[config.mk]
export PLATFORM = sky130hd
export DESIGN_NAME = shift_result_select_q
export DESIGN_NICKNAME = d
export VERILOG_FILES = /design/src/rtl/shift_result_select_q.sv
export SDC_FILE = /design/constraint.sdc
export NUM_CORES = 1
export LEC_CHECK = 0
export CELL_PAD_IN_SITES_DETAIL_PLACEMENT = 0
export CELL_PAD_IN_SITES_GLOBAL_PLACEMENT = 1
export CORE_MARGIN = 10
export CORE_UTILIZATION = 40
export DETAILED_ROUTE_END_ITERATION = 8
export GPL_TIMING_DRIVEN = 0
export PLACE_DENSITY = 0.78
export SETUP_SLACK_MARGIN = 0.05
export SYNTH_ARGS = -nofsm -noshare
export SYNTH_HDL_FRONTEND = slang
export SYNTH_SLANG_ARGS = --single-unit
[constraint.sdc]
create_clock -name clk -period 7.7 [get_ports clk]
set_input_delay 1.155 -clock clk [delete_from_list [all_inputs] [get_ports clk]]
set_output_delay 1.155 -clock clk [all_outputs]
set_load 0.02 [all_outputs]
[src/rtl/shift_result_select_q.sv]
// Result selector for the constant-shift stage: picks one of three shifted values per op,
// tags it with a zero flag and queues it in a small FIFO behind a valid/ready handshake.
module shift_result_select_q #(
    parameter int DEPTH = 4,
    parameter int CNT_W = 16
) (
    input  logic                       clk,
    input  logic                       rst,
    input  logic                       in_valid,
    output logic                       in_ready,
    input  logic [7:0]                 shl_c,
    input  logic [7:0]                 shr_c,
    input  logic [7:0]                 ashr_c,
    input  logic [1:0]                 op,
    output logic                       out_valid,
    input  logic                       out_ready,
    output logic [7:0]                 out_data,
    output logic [1:0]                 out_op,
    output logic                       out_zero,
    output logic [$clog2(DEPTH):0]     level,
    output logic                       illegal_seen,
    input  logic                       clr_sticky,
    output logic [CNT_W-1:0]           acc_cnt
);

    localparam int AW = $clog2(DEPTH);
    localparam int LW = AW + 1;

    typedef enum logic [1:0] {
        OP_SHL  = 2'd0,
        OP_SHR  = 2'd1,
        OP_ASHR = 2'd2,
        OP_ILL  = 2'd3
    } op_e;

    logic [7:0]    r_mem_data [DEPTH];
    logic [1:0]    r_mem_op   [DEPTH];
    logic          r_mem_zero [DEPTH];
    logic [AW-1:0] r_wptr;
    logic [AW-1:0] r_rptr;
    logic [LW-1:0] r_level;
    logic          r_illegal;
    logic [CNT_W-1:0] r_cnt;

    logic       w_full;
    logic       w_empty;
    logic       w_accept;
    logic       w_illegal;
    logic       w_push;
    logic       w_pop;
    logic [7:0] w_sel;

    assign w_full    = (r_level == LW'(DEPTH));
    assign w_empty   = (r_level == '0);
    assign w_accept  = in_valid && !w_full;
    assign w_illegal = w_accept && (op_e'(op) == OP_ILL);
    assign w_push    = w_accept && (op_e'(op) != OP_ILL);
    assign w_pop     = !w_empty && out_ready;

    always_comb begin
        w_sel = '0;
        case (op_e'(op))
            OP_SHL:  w_sel = shl_c;
            OP_SHR:  w_sel = shr_c;
            OP_ASHR: w_sel = ashr_c;
            default: w_sel = '0;
        endcase
    end

    // Storage has no reset; stale slots are never visible because out_* are gated by occupancy.
    always_ff @(posedge clk) begin
        if (w_push) begin
            r_mem_data[r_wptr] <= w_sel;
            r_mem_op[r_wptr]   <= op;
            r_mem_zero[r_wptr] <= (w_sel == '0);
        end
    end

    always_ff @(posedge clk) begin
        if (rst) begin
            r_wptr    <= '0;
            r_rptr    <= '0;
            r_level   <= '0;
            r_illegal <= 1'b0;
            r_cnt     <= '0;
        end else begin
            if (w_push) begin
                r_wptr <= r_wptr + AW'(1);
                r_cnt  <= r_cnt + CNT_W'(1);
            end
            if (w_pop) begin
                r_rptr <= r_rptr + AW'(1);
            end
            case ({w_push, w_pop})
                2'b10:   r_level <= r_level + LW'(1);
                2'b01:   r_level <= r_level - LW'(1);
                default: r_level <= r_level;
            endcase
            // A new illegal accept takes priority over a concurrent clear.
            if (w_illegal) begin
                r_illegal <= 1'b1;
            end else if (clr_sticky) begin
                r_illegal <= 1'b0;
            end
        end
    end

    assign in_ready     = !w_full;
    assign out_valid    = !w_empty;
    assign out_data     = w_empty ? '0 : r_mem_data[r_rptr];
    assign out_op       = w_empty ? '0 : r_mem_op[r_rptr];
    assign out_zero     = w_empty ? 1'b0 : r_mem_zero[r_rptr];
    assign level        = r_level;
    assign illegal_seen = r_illegal;
    assign acc_cnt      = r_cnt;

endmodule

==> out/summary.txt, run 1 <==
leak pwr: 1.39 nW
# IOs: 64
Max Buffers Root-to-Sink: 2
DR vias: 2165
Yosys reg bits: 70
register area share after synthesis: 58.4%
Worst Max-Slew Pin Slew: 0.647 ns
CTS resizes: 0
RSZ-0062 raised after global routing: no
Routability Congestion: 0.804
worst r2r path cells: 11
crit end category: output port
multi-input logic area: 1180 um^2
most common cell in the netlist: edfxtp_1
Final ANT Viol Nets: 0
Starting Density: 41.0%
CTS buffer count: 9
Setup Skew: 0.00778 ns
Async S/R FF share, synth: 0%
Clock Root Buffer: clkbuf_8
vias in the first global route: 2279
EDFF count, synth: 44
DRC: 0
CP Launch Type: flip-flop
cells after synthesis: 244
Max-slew headroom: 56.5%
Pwr Density: 274 nW/um^2
Layout Cells excl Fill: 424
Synth Area per Inst: 12.9 um^2
clock slew at reported path FFs: 0.08 ns
Detailed Route WL: 7110 um
fillers: 695
antenna violations before repair: 0
FF+latch area: 1840 um^2
# diodes: 0
Global Route Usage Sum: 12.9%
clock latency at the later pin of the worst-skew pair: 0.34 ns
fin crit share: 45.0%
H-Tree Level Count: 3
Peak Freq: 289 MHz
final slew viol count: 0
Die Ht: 109 um
drt pass-1 iters: 4
std cell rows: 32
via density per instance: 5.11
clk sink count: 70
cell taking the most area after synthesis: edfxtp_1
IO Port Bufs: 62
min-delay worst type: flip-flop to flip-flop
Synthesized Nets: 282
global-route wire length before repair: 11900 um
DR WL/cell: 16.8 um
core area: 7690 um^2
status: completed
DIE AREA: 11800 um^2
Area growth, synth to finish: 29.7%
hold_buf cts: 0
Final Hold Fails: 0
largest net degree at the start of global routing: 13
synth top area cells: edfxtp_1, dfxtp_1, mux4_2
Yosys top cell area share: 41.9%
Primary FF master, synth: edfxtp_1
DR iter-0 viols: 102
Post-CTS Setup Inserts: 0
post-route setup TNS: 0 ns
TritonCTS clock tree: yes
grt ovf: 0
Mapped Area: 3150 um^2
category of the most critical setup path: flip-flop to output port
Yosys cell types: 37
share of cells above drive strength 1: 13.0%
fin nets: 355
Critical Path RT: 6.55 ns
Syn. warnings: 0
Min-Delay Path Depth: 2
Setup-failing EPs final: 0
maximum vdd ir drop: 90.4 uV
arrival time worst endpoint: 2.31 ns
top cells by count, synth: edfxtp_1, dfxtp_1, a21oi_1
max cap viols: 0
Post-DP HPWL: 5160 um
CP max FO: 10
Tmin final: 3.46 ns
Die X: 109 um
Cells after DPL: 408
cells by family after synthesis:
kind of cell,Yosys count,share of synthesized area [%]
simple gates,73,13.8
compound gates,38,7.70
flops,70,58.4
fa+ha+maj,7,3.02
xor+xnor,8,2.22
mux,20,10.8
buf+inv,28,4.13
registers in the layout, summed over array words and instances, names as in the netlist, named ones only:
| name | flops |
|---|---|
| acc_cnt | 16 |
| r_wptr | 2 |
| level | 3 |
| illegal_seen | 1 |
| r_rptr | 2 |
| r_mem_data | 32 |
| r_mem_op | 8 |
| r_mem_zero | 4 |
cell usage in the layout, fill, tap and decap left out, types with 3 or more instances in the layout:
master / count
clkdlybuf4s50_1: 62
edfxtp_1: 44
dfxtp_1: 26
a21oi_1: 16
inv_1: 14
and2_1: 13
mux4_2: 11
nand2_1: 11
nor2_1: 11
clkbuf_8: 9
clkbuf_1: 8
mux2i_1: 8
o21ai_0: 8
o31ai_1: 7
or4_1: 7
nand4_1: 6
ha_1: 6
a2bb2oi_1: 5
nand3_1: 5
and3_2: 4
xnor2_1: 4
xor2_1: 4
or3_2: 3
or3_1: 3
clkinvlp_4: 3
path summary, 6_finish.rpt:
path | from | slack (ns) | to
max | flip-flop | 4.24 | out_data[7]
min | illegal_seen | 0.48 | illegal_seen
max reg2reg | level[2] | 5.09 | level[2]
min reg2reg | illegal_seen | 0.48 | illegal_seen
area by class of cell:
type / count / area share, %
Sequential cell: 70 / 45.0
Inverter: 14 / 1.28
Timing Repair Buffer: 62 / 15.2
Multi-Input combinational cell: 146 / 28.9
Clock inverter: 7 / 1.59
Clock buffer: 9 / 3.03
Buffer: 14 / 1.90
Tap cell: 102 / 3.12
power breakdown:
group	internal [mW]	switching, mW
Sequential	0.436	0.0184
Combinational	0.192	0.189
Clock	0.147	0.139
Total	0.774	0.347
worst max-delay path: stages, from the launching register on:
cell	delay [ns]
dfxtp_1	0.35
buf_2	0.34
mux4_2	0.56
and2_1	0.17
clkdlybuf4s50_1	0.53
per-layer routing:
metal / global-route usage [%] / wire length (um)
met1: 15.3 / 3110
met2: 21.2 / 3470
met3: 4.19 / 423
met4: 5.37 / 110
met5: 0 / 0
stage by stage:
stage | area (um^2) | power, mW | utilization (%) | hold WS (ns) | setup slack, ns
after floorplan | 3150 | 0.695 | - | 0.469 | 4.79
after global placement | 3900 | 0.848 | 50.7 | 0.468 | 4.02
after detailed placement | 3900 | 0.853 | 50.7 | 0.472 | 3.97
after CTS | 4090 | 1.14 | 53.2 | 0.491 | 4.18
after global routing | 4090 | 1.19 | 53.2 | 0.527 | 4.08
final | 4090 | 1.12 | 53.2 | 0.485 | 4.24
No activity file was read; power rests on OpenSTA's default activity.
==> inputs of run 2 (changes only) <==
- clock period: 7.7 -> 3.4 ns (I/O delays scaled with it)
==> results of run 2 <==
The final DEF is identical to that of run 1. Status: completed.
Main changes from that run: setup slack after placement 3.97 ns -> 0.310 ns; setup slack after layout 4.24 ns -> 0.584 ns; register-to-register setup slack 5.09 ns -> 0.79 ns; total power 1.12 mW -> 2.54 mW; worst IR drop on VDD 90.4 uV -> 205 uV
